`config.mk`:
```
export PLATFORM = sky130hd
export DESIGN_NAME = seg_status_arbiter
export DESIGN_NICKNAME = d
export VERILOG_FILES = /design/src/rtl/seg_pkg.sv /design/src/rtl/seg_status_arbiter_scan.sv /design/src/rtl/seg_status_arbiter.sv
export SDC_FILE = /design/constraint.sdc
export NUM_CORES = 1
export LEC_CHECK = 0
export ABC_AREA = 1
export CORE_UTILIZATION = 48
export CTS_BUF_LIST = sky130_fd_sc_hd__clkbuf_8
export DETAILED_ROUTE_END_ITERATION = 7
export PLACE_DENSITY = 0.9
export SYNTH_ARGS = -nofsm -noshare
export SYNTH_HDL_FRONTEND = slang
export SYNTH_SLANG_ARGS = --single-unit
```
`constraint.sdc`:
```
create_clock -name clk -period 2.2 [get_ports clk]
set_clock_uncertainty 0.1 [all_clocks]
set_input_delay 0.22 -clock clk [delete_from_list [all_inputs] [get_ports clk]]
set_output_delay 0.22 -clock clk [all_outputs]
set_load 0.02 [all_outputs]
```
`src/rtl/seg_pkg.sv`:
```
// Shared types and constants for the status display arbiter.
package seg_pkg;

    typedef enum logic [1:0] {IDLE, SHOW, LINGER} state_t;

    localparam logic [11:0] SEG_DEFAULT_CODE = 12'h100;

    localparam logic [2:0] EN_OFF = 3'b111;
    localparam logic [2:0] EN_D0  = 3'b110;
    localparam logic [2:0] EN_D1  = 3'b101;
    localparam logic [2:0] EN_D2  = 3'b011;

    localparam logic [7:0] SEG_OFF = 8'hFF;

    // Active-low {a,b,c,d,e,f,g,dp}; dp always off.
    localparam logic [7:0] GLYPH [16] = '{
        8'b00000011, 8'b10011111, 8'b00100101, 8'b00001101,
        8'b10011001, 8'b01001001, 8'b01000001, 8'b00011111,
        8'b00000001, 8'b00001001, 8'b00010001, 8'b11000001,
        8'b01100011, 8'b10000101, 8'b01100001, 8'b01110001
    };

endpackage

```
`src/rtl/seg_status_arbiter_scan.sv`:
```
// Digit scanner: prescaler producing the scan tick, digit rotation and glyph lookup.
module seg_scan
    import seg_pkg::*;
#(
    parameter int SCAN_DIV = 262144
) (
    input  logic        clk,
    input  logic        rst_n,
    input  logic [11:0] cur_code,
    input  logic        blank,
    output logic [7:0]  seven_seg,
    output logic [2:0]  seven_seg_en,
    output logic        tick
);

    localparam int PW = (SCAN_DIV > 1) ? $clog2(SCAN_DIV) : 1;

    logic [PW-1:0] pre_q, pre_d;
    logic [1:0]    idx_q, idx_d;
    logic [7:0]    seg_q, seg_d;
    logic [2:0]    en_q, en_d;
    logic [3:0]    nib;
    logic [2:0]    en_sel;

    assign tick = (pre_q == PW'(SCAN_DIV - 1));

    always_comb begin
        pre_d = tick ? '0 : pre_q + PW'(1);
        idx_d = idx_q;
        seg_d = seg_q;
        en_d  = en_q;
        case (idx_q)
            2'd2:    begin nib = cur_code[11:8]; en_sel = EN_D2; end
            2'd1:    begin nib = cur_code[7:4];  en_sel = EN_D1; end
            default: begin nib = cur_code[3:0];  en_sel = EN_D0; end
        endcase
        // cur_code is registered upstream, so a same-cycle change is seen next tick.
        if (tick) begin
            seg_d = GLYPH[nib];
            en_d  = en_sel;
            idx_d = (idx_q == 2'd2) ? 2'd0 : idx_q + 2'd1;
        end
    end

    always_ff @(posedge clk or negedge rst_n) begin
        if (!rst_n) begin
            pre_q <= '0;
            idx_q <= '0;
            seg_q <= SEG_OFF;
            en_q  <= EN_OFF;
        end else begin
            pre_q <= pre_d;
            idx_q <= idx_d;
            seg_q <= seg_d;
            en_q  <= en_d;
        end
    end

    assign seven_seg    = seg_q;
    assign seven_seg_en = blank ? EN_OFF : en_q;

endmodule

```
`src/rtl/seg_status_arbiter.sv`:
```
// Fixed-priority owner of the 3-digit status display with minimum hold time.
// Optional blinking of the owner's code is enabled by defining SEG_ARB_BLINK_EN.
module seg_status_arbiter
    import seg_pkg::*;
#(
    parameter int          NUM_REQ      = 4,
    parameter int          SCAN_DIV     = 262144,
    parameter int          HOLD_TICKS   = 190,
    parameter logic [11:0] DEFAULT_CODE = SEG_DEFAULT_CODE,
    parameter int          BLINK_TICKS  = 95
) (
    input  logic                    clk,
    input  logic                    rst_n,
    input  logic [NUM_REQ-1:0]      req,
    input  logic [NUM_REQ*12-1:0]   req_code,
    input  logic [NUM_REQ-1:0]      req_blink,
    output logic [NUM_REQ-1:0]      grant,
    output logic [11:0]             cur_code,
    output logic [7:0]              seven_seg,
    output logic [2:0]              seven_seg_en
);

    localparam int HW = $clog2(HOLD_TICKS + 1);

    state_t              state_q, state_d;
    logic [NUM_REQ-1:0]  grant_q, grant_d;
    logic [11:0]         code_q, code_d;
    logic [HW-1:0]       hold_q, hold_d;
    logic [NUM_REQ-1:0]  hi_req;
    logic                tick, blank, expired, owner_req, new_grant;

    // Isolates the lowest set bit, i.e. the most severe requester.
    function automatic logic [NUM_REQ-1:0] first(input logic [NUM_REQ-1:0] v);
        return v & (~v + NUM_REQ'(1));
    endfunction

    assign expired   = (hold_q == HW'(HOLD_TICKS));
    assign owner_req = |(req & grant_q);
    assign hi_req    = req & (grant_q - NUM_REQ'(1));

    always_comb begin
        state_d = state_q;
        grant_d = grant_q;
        hold_d  = hold_q;
        code_d  = code_q;
        case (state_q)
            IDLE: begin
                if (|req) begin
                    grant_d = first(req);
                    state_d = SHOW;
                end
            end
            SHOW, LINGER: begin
                if (|hi_req) begin
                    grant_d = first(hi_req);
                    state_d = SHOW;
                end else if (owner_req) begin
                    state_d = SHOW;
                end else if (expired) begin
                    grant_d = first(req);
                    state_d = (|req) ? SHOW : IDLE;
                end else begin
                    state_d = LINGER;
                end
            end
            default: begin
                grant_d = '0;
                state_d = IDLE;
            end
        endcase

        new_grant = (|grant_d) && (grant_d != grant_q);
        if (new_grant)
            hold_d = '0;
        else if (tick && !expired)
            hold_d = hold_q + HW'(1);

        if (state_d == IDLE) begin
            code_d = DEFAULT_CODE;
        end else if (state_d == SHOW) begin
            for (int i = 0; i < NUM_REQ; i++)
                if (grant_d[i]) code_d = req_code[12*i +: 12];
        end
    end

    always_ff @(posedge clk or negedge rst_n) begin
        if (!rst_n) begin
            state_q <= IDLE;
            grant_q <= '0;
            code_q  <= DEFAULT_CODE;
            hold_q  <= '0;
        end else begin
            state_q <= state_d;
            grant_q <= grant_d;
            code_q  <= code_d;
            hold_q  <= hold_d;
        end
    end

`ifdef SEG_ARB_BLINK_EN
    localparam int BW = $clog2(2 * BLINK_TICKS);

    logic [BW-1:0] bcnt_q, bcnt_d;
    logic          blink_q, blink_d;

    always_comb begin
        bcnt_d  = bcnt_q;
        blink_d = blink_q;
        if (tick)
            bcnt_d = (bcnt_q == BW'(2 * BLINK_TICKS - 1)) ? '0 : bcnt_q + BW'(1);
        if (state_d == IDLE)
            blink_d = 1'b0;
        else if (state_d == SHOW || new_grant)
            blink_d = |(req_blink & grant_d);
    end

    always_ff @(posedge clk or negedge rst_n) begin
        if (!rst_n) begin
            bcnt_q  <= '0;
            blink_q <= 1'b0;
        end else begin
            bcnt_q  <= bcnt_d;
            blink_q <= blink_d;
        end
    end

    assign blank = blink_q && (bcnt_q >= BW'(BLINK_TICKS));
`else
    logic unused_blink;
    assign unused_blink = ^{req_blink, BLINK_TICKS[0]};
    assign blank        = 1'b0;
`endif

    seg_scan #(.SCAN_DIV(SCAN_DIV)) u_scan (
        .clk          (clk),
        .rst_n        (rst_n),
        .cur_code     (code_q),
        .blank        (blank),
        .seven_seg    (seven_seg),
        .seven_seg_en (seven_seg_en),
        .tick         (tick)
    );

    assign grant    = grant_q;
    assign cur_code = code_q;

endmodule

```
==> impl.org, run 1 <==
** Outcome
- The flow ran to the end, but the final reports show violations.
- The final reports fail on negative setup slack.

** Worst setup path
- Along the worst path, the maximum fanout reaches 8.
- Maximum cell stage delay along the critical path :: 520 ps
- Crit path kind :: register to register
- STA classifies the critical path startpoint as a register.
- Worst-path cell chain :: nand2_1, nand2_2, nor2_4, buf_4, nand3_1, o22ai_2, nand2_1, nand2_2, nand4_1, nand2_2, nand2_1, o21ai_1
- STA puts the critical path data required time at 2340 ps.
- For the worst setup path, the data arrival time is 2490 ps.
- Worst path slowest cell :: sky130_fd_sc_hd__dfrtp_1
- STA classifies the critical path endpoint as a register.
- Crit Reg-Reg Startpoint :: grant[2]$_DFF_PN0_
- The number of buffers and inverters on the critical path is 1.
- Top Family by Delay on Critical Path :: simple AND/OR/NAND/NOR gates
- The most critical setup path has its startpoint at grant[2]$_DFF_PN0_.

** Yosys
- Top cell type by total area after synthesis :: sky130_fd_sc_hd__dfrtp_1
- Syn avg cell area :: 7.170 um2
- Number of nets in the synthesized netlist :: 630
- Synthesis produced a netlist whose cell count is 556.
- Post-synthesis sequential area ratio :: 0.3550
- Summed instance area of the synthesized netlist :: 3986 um2
- Ranked by total cell area, the synthesized netlist is headed by sky130_fd_sc_hd__dfrtp_1 (28%), sky130_fd_sc_hd__nand2_1 (15%), sky130_fd_sc_hd__nand3_1 (8.3%).
- Library cells used by synthesis :: 38
- Number of warnings printed during yosys synthesis :: 0
- After synthesis the netlist holds a flip-flop and latch count of 56.
- Area share of the leading cell type in the synthesized netlist :: 0.2825

** Floorplanning
- In this run the vertical extent of the chip is 93.13 um.
- Die area :: 8673 um2
- Number of rows in the core area :: 32
- Core Area :: 7888 um2
- Die Width :: 93.13 um
- In this run the count of I/O pins placed on the die edge is 85.
- For this configuration, the core starts out at a cell density of 0.5054.

** Place
- In this run, placement finished with an instance count of 757.
- Number of buffers added on ports :: 79
- Worst setup timing slack at the placement stage :: -212.8 ps
- Hpwl dp :: 7419 um
- Final weighted congestion in routability-driven placement :: 0.9776

** Flow run
- Max-cap violations in this run came to 0.

** STA
- Setup violations remaining at the end of the flow were counted as 20.
- The final-report max-slew violation count is 0.
- Setup total negative slack :: -2025 ps
- Setup repair after global routing could not meet its margin everywhere.
- Setup slack on the critical path of the routed design comes to -151.2 ps.
- Post-layout min period :: 2351 ps
- Share of the clock period used by the worst path :: 1.069
- Final Hold Viols :: 0
- Relative slew slack :: 0.5216
- Transition time of the tightest slew-check pin :: 717.6 ps
- For this run, the top clock speed supported by timing is 0.4253 GHz.

** Global routing
- The via count of the first global-routing pass is 3914.
- The total overflow left after global routing is 0.
- In the global route stage, met2 resource usage came out at 0.4663.
- Entering global routing, the biggest net connects 31 pins.
- M3 GR Usage :: 0.03740
- In the global route stage, met1 resource usage came out at 0.2905.
- All-Layer GR Usage :: 0.2471
- After global routing, the most crowded layer is met2.
- Global-route wire length before repair :: 17240 um
- Number of antenna violations at the first check in global routing :: 0

** Clock network
- TritonCTS created 5 clock buffers.
- The later pin in the worst-skew pair is clocked with a latency of 320 ps.
- Clock tree root buffer cell :: sky130_fd_sc_hd__clkbuf_8
- CTS H-Tree Depth :: 2
- Clock Sink Count :: 56
- Clock-pin slew of the registers on the worst-case setup and hold paths :: 110 ps
- Clock Path Buffers :: 2
- CTS tree :: done

** Detailed routing
- Residual DRC :: 0
- After detailed routing, the total wire length is 11170 um.
- The detailed router finished its first iteration with 207 violations.
- After detailed routing, the average wire length per cell comes to 14.23 um.
- Average via count per standard cell :: 5.262
- The first TritonRoute pass finished after 5 iterations.
- Antenna viol nets, final :: 0
- Via count :: 4131

** Power
- Power density over the cells :: 1268 nW/um2
- The design draws 7.197 mW.
- Worst-case vdd ir drop :: 0.9864 mV
- Static leakage :: 2.800 nW

** Layout
- Fraction of layout cells with a size suffix above 1 :: 0.2899
- The library cell used most frequently in the layout, excluding fill and tap cells, is sky130_fd_sc_hd__nand2_1.
- Total area of multi-input combinational cells :: 2425 um2
- The layout has 520 filler cells.
- The repair_antennas step left the layout with diodes totalling 0.
- Commonest cells after routing, fill and taps aside :: sky130_fd_sc_hd__nand2_1 (146), sky130_fd_sc_hd__clkdlybuf4s50_1 (78), sky130_fd_sc_hd__inv_1 (70)
- For this run, the post-layout net count is 756.
- Once layout is complete, the cells apart from fillers number 785.
- Area grow syn2layout :: 42.44%
- Across the whole layout, storage elements account for 1418 um2.

** Min path
- HP Start :: u_scan.seven_seg[7]$_DFFE_PN1N_
- Type of the tightest min-delay check :: register to register
-- state kept, by name (all words and copies together), names as in the netlist --
name              count
cur_code             12
grant                 4
hold_q                8
state_q               2
u_scan.en_q           3
u_scan.idx_q          2
u_scan.pre_q         18
u_scan.seven_seg      7
-- metrics by stage --
stage | cell area [um2] | hold WS (ps) | utilization
after floorplan | 3989 | -175.6 | -
after global placement | 5112 | 195.0 | 0.6482
after detailed placement | 5112 | 204.3 | 0.6482
after CTS | 5429 | 373.8 | 0.6883
after global routing | 5678 | 396.7 | 0.7199
final | 5678 | 370.8 | 0.7199
-- tightest hold or removal path, stage by stage (launching register included) --
cell and delay (ps):
sky130_fd_sc_hd__dfstp_2 380, sky130_fd_sc_hd__nand2_1 50, sky130_fd_sc_hd__nand2_1 40
-- synthesized netlist by cell type, drive strengths merged --
library cell	number
nand2	174
inv	85
nand3	69
nor2	47
dfrtp	45
o21ai	37
ha	16
xor2	13
or2	12
buf	11
dfstp	11
nor3	8
a21oi	6
clkbuf	4
nand4	3
nor3b	3
xnor2	3
o22ai	2
a22o	1
a31oi	1
clkinv	1
conb	1
nand3b	1
nor4	1
o41ai	1
-- timing repair --
item                                   in CTS  in global routing
setup endpoints to repair                  26                 42
hold buffers                                1                  0
pin swaps                                  17                 27
buffers inserted                           15                  4
endpoints found under the hold margin      18                  0
cloned                                      0                  1
gates resized for setup                    22                 64
-- path summary, 6_finish.rpt --
path                                                        end  slack, ps  depth (start not counted)
worst max-delay path                    cur_code[1]$_DFFE_PN0P_       -150                         12
worst min-delay path            u_scan.seven_seg[7]$_DFFE_PN1N_        370                          2
worst max register to register          cur_code[1]$_DFFE_PN0P_       -150                         12
worst min register to register  u_scan.seven_seg[7]$_DFFE_PN1N_        370                          2
max in group asynchronous                    grant[0]$_DFF_PN0_       1000                          3
min in group asynchronous             u_scan.pre_q[6]$_DFF_PN0_        390                          2
-- cells by family after synthesis --
group / count (synthesis) / synth area share
adders and majority gates: 16 / 0.05022
AOI/OAI and AO/OA: 48 / 0.07251
xor gates and xnor gates: 16 / 0.03516
buffers and inverters: 101 / 0.1067
and+or+nand+nor: 318 / 0.3795
other: 1 / 0.0009407
DFF: 56 / 0.3550
-- report_power, final --
group | internal (mW) | switching, mW | total (mW)
Sequential | 1.22 | 0.161 | 1.38
Combinational | 2.15 | 2.97 | 5.12
Clock | 0.338 | 0.359 | 0.697
-- layout make-up --
cell class | count | area share
inverters | 86 | 0.05729
multi-input cells | 400 | 0.4271
well taps | 102 | 0.02248
repair buffers | 133 | 0.2239
flip-flops and latches | 56 | 0.2497
clock buffers | 5 | 0.01212
clock inverters | 3 | 0.007492
-- per-layer routing --
metal	wire length [um]	vias to the layer above
li1	-	1977
met1	4288	1894
met2	5890	208
met3	620	52
met4	371	0
met5	0	-
Power figures use the tool's default switching activity.
==> run 2: changes to the inputs <==
--- a/config.mk
+++ b/config.mk
@@ -6,10 +6,10 @@
 export NUM_CORES = 1
 export LEC_CHECK = 0
 export ABC_AREA = 1
-export CORE_UTILIZATION = 48
+export CORE_UTILIZATION = 53
 export CTS_BUF_LIST = sky130_fd_sc_hd__clkbuf_8
 export DETAILED_ROUTE_END_ITERATION = 7
-export PLACE_DENSITY = 0.9
+export PLACE_DENSITY = 0.94
 export SYNTH_ARGS = -nofsm -noshare
 export SYNTH_HDL_FRONTEND = slang
 export SYNTH_SLANG_ARGS = --single-unit
==> constraint.sdc (replaced) <==
create_clock -name clk -period 2.45 [get_ports clk]
set_clock_uncertainty 0.1 [all_clocks]
set_input_delay 0.245 -clock clk [delete_from_list [all_inputs] [get_ports clk]]
set_output_delay 0.245 -clock clk [all_outputs]
set_load 0.02 [all_outputs]
==> run 2 against run 1 <==
Net effect: the run now ends clean; critical path depth up 6; clock power down 14%; first-iteration DRC count up 29%; design area down 8.4%; maximum frequency about the same; die area down 9.2%; register-to-register slack better by 250 ps; total power down 19%; combinational power down 22%; sequential share of layout area up 2.2 points; worst hold slack worse by 3.1 ps.
==> impl.org, run 2 (synthesis gave the netlist of run 1 again) <==
** Outcome
- Status :: complete, no violations

** Detailed routing
- The routed design has 9754 um of wire.
- First drt pass iteration count :: 7
- Wire segments on met2 add up to 4934 um in the final route.
- Total met3 wirelength after detailed routing :: 538 um
- The detail route stage leaves a number of antenna-violating nets equal to 0.
- Dividing the detail-routed via count by the number of cells gives 5.187.
- Via count :: 3916
- Residual DRC :: 0
- After detailed routing, no signal wire sits above met4.
- Detail-routed net length per standard cell :: 12.92 um
- After detailed routing, the wire length on met1 is 4089 um.
- For this block, the initial DRC count from the detailed router was 267.

** Place
- Total placed cells including tap cells :: 738
- Prior to clock tree synthesis, the placed netlist has a worst setup slack of -29.84 ps.
- During placement, the flow inserted port buffers numbering 79.
- At the end of routability-driven placement, the weighted congestion stood at 0.8925.
- Hpwl dp :: 7452 um

** Layout
- 0 antenna diodes ended up in the layout.
- Final Net Count :: 729
- The sequential cells in the finished layout cover a total of 1415 um2.
- Measured on the finished design, the core utilization comes to 0.7171.
- Of the cells placed in the final design, the portion with a size suffix greater than 1 is 0.1845.
- u_scan.pre_q holds more flip-flops than any other register.
- Cell Count, Final, Fillers Out :: 755
- Most common library cell in the layout ignoring fill and taps :: sky130_fd_sc_hd__nand2_1
- Summing all multi-input logic gate instances after layout gives 2172 um2.
- The filler cells instantiated in the layout total 520.
- Number of flip-flops in the largest register :: 18
- Compared with the post-synthesis result, the final layout area differs by 30.48%.
- The top cell types in the final layout, fill and taps aside, are sky130_fd_sc_hd__nand2_1 (157), sky130_fd_sc_hd__clkdlybuf4s50_1 (78), sky130_fd_sc_hd__inv_1 (76).

** Power
- Dividing total power by cell area gives a power density of 1116 nW/um2.
- Worst-case vdd ir drop :: 1.132 mV
- The design draws 5.806 mW.
- Of the total power, registers draw 0.211.
- Switch share :: 0.4774
- The share of total power dissipated in the clock network is 0.103.
- Internal power :: 3.034 mW
- For this design the total switching power over the nets is 2.772 mW.
- The share of total power dissipated in combinational logic is 0.685.
- In this run the static leakage power is 2.592 nW.

** Clock network
- Clock-pin slew of the registers on the worst-case setup and hold paths :: 100 ps
- Buffers inserted during clock tree synthesis total 5.
- The tree is rooted in a sky130_fd_sc_hd__clkbuf_8.
- Clock network latency to the later pin of the worst-skew pair :: 310 ps
- Clock Path Buffers :: 2
- CTS tree :: done
- For this design, the sink count on the clock tree is 56.
- In this run the number of H-tree levels came out at 2.

** Worst setup path
- Crit Reg-Reg Startpoint :: grant[0]$_DFF_PN0_
- Worst reg2reg path endpoint :: hold_q[2]$_DFFE_PN0P_
- R2R Setup Slk :: 100 ps
- R2R cell count :: 18
- The largest single stage delay on the critical path is 390 ps.
- Of all nets on the critical path, the largest fanout is 8.
- Startpoint kind of the worst setup timing path :: register
- Worst-path cell chain :: inv_2, ha_1, inv_2, nand2_1, nand2_2, nor2_2, nand2_2, inv_2, nand2_1, nand3_1, nand2_2, nand2_4, nand2_1, nand3_1, nor2_2, nor2_4, buf_12, nor2_2
- The worst setup path is captured at a register.
- Arrival time at the worst endpoint :: 2490 ps
- The critical path in this run is classified as register to register.
- The largest individual stage delay along the critical path comes from the cell sky130_fd_sc_hd__dfrtp_1.
- At the worst endpoint, the required time is 2590 ps.

** STA
- Worst Slack Setup Final :: 100.5 ps
- Transition time of the tightest slew-check pin :: 613.1 ps
- Post-layout min period :: 2349 ps
- Static timing analysis puts the maximum clock frequency at 0.4256 GHz.
- Share of the clock period used by the worst path :: 0.9590
- Relative slew slack :: 0.5912
- The count of endpoints failing hold in the final timing report was 0.
- For the final routed database, the setup TNS stands at 0 ps.
- Finish-stage setup viols :: 0
- The final-report max-slew violation count was 0.

** Floorplanning
- After floorplanning, the core was sized to cover 7253 um2.
- IO Pins :: 85
- Number of rows in the core area :: 31
- The die covers 7872 um2.
- Die H :: 88.73 um
- Die Width :: 88.73 um
- Starting Density :: 0.5496

** Min path
- Capture endpoint of the worst hold path :: u_scan.pre_q[0]$_DFF_PN0_
- The path class of the tightest hold or removal check is register to register.
- HP Start :: u_scan.pre_q[0]$_DFF_PN0_
- Along the worst hold path, the cell count comes to 1.

** Global routing
- The number of antenna violations at the first check in global routing is 0.
- Entering global routing, the biggest net connects 31 pins.
- Summed over all layers, the global routing overflow is 0.
- The via count of the first global-routing pass came to 3686.
- Global-route wire length before repair :: 15700 um
- All-Layer GR Usage :: 0.2538

** Flow run
- The tool flagged a number of max-cap violations equal to 0.
run 2: timing repair:
item                                    in CTS  in global routing
hold buffers                                 1                  0
gates resized for setup                      0                 15
endpoints found under the setup margin       0                 28
hold endpoints to repair                    16                  0
setup buffers                                0                  8
run 2: power by group through the flow:
stage                     logic, mW  clock network [mW]  registers (mW)
after CTS                      3.65               0.603            1.22
after global routing           4.38               0.647            1.24
after global placement         3.47                   0            1.23
final                          3.98               0.600            1.23
after floorplan                2.51                   0            1.35
after detailed placement       3.62                   0            1.23
run 2: final cells by class:
class / instances / area share
well taps: 99 / 0.02382
clock inverters: 3 / 0.007457
flip-flops and latches: 56 / 0.2721
clock buffers: 5 / 0.01323
inverters: 86 / 0.06206
repair buffers: 107 / 0.2038
multi-input cells: 399 / 0.4176
run 2: per-stage QoR:
step | area (um2) | hold WS, ps
after floorplan | 3986 | -150.6
after global placement | 4974 | 177.9
after detailed placement | 4974 | 187.7
after CTS | 5091 | 366.8
after global routing | 5201 | 403.4
final | 5201 | 367.6
run 2: worst max-delay path: cells and delay by family, from the launching register on:
| kind | cells | cell delay (ps) |
|---|---|---|
| buffers and inverters | 4 | 330 |
| flip-flops | 1 | 390 |
| AND/OR/NAND/NOR | 13 | 1160 |
| adder cells (fa/ha/maj) | 1 | 300 |
run 2: worst max-delay path by stage:
stage,end,slack (ps),startpoint
after floorplan,u_scan.seven_seg[4]$_DFFE_PN1N_,170,u_scan.idx_q[0]$_DFFE_PN0N_
after global placement,hold_q[7]$_DFFE_PN0P_,60,req[0]
after detailed placement,cur_code[0]$_DFFE_PN0P_,-30,req[0]
after CTS,cur_code[0]$_DFFE_PN0P_,80,grant[1]$_DFF_PN0_
after global routing,hold_q[2]$_DFFE_PN0P_,-60,grant[0]$_DFF_PN0_
final,hold_q[2]$_DFFE_PN0P_,100,grant[0]$_DFF_PN0_
run 2: metal layers:
metal	global-route usage	vias up
met3	0.04851	25
met2	0.4615	168
li1	-	1925
met4	0.07771	0
met1	0.3027	1798
met5	0	-
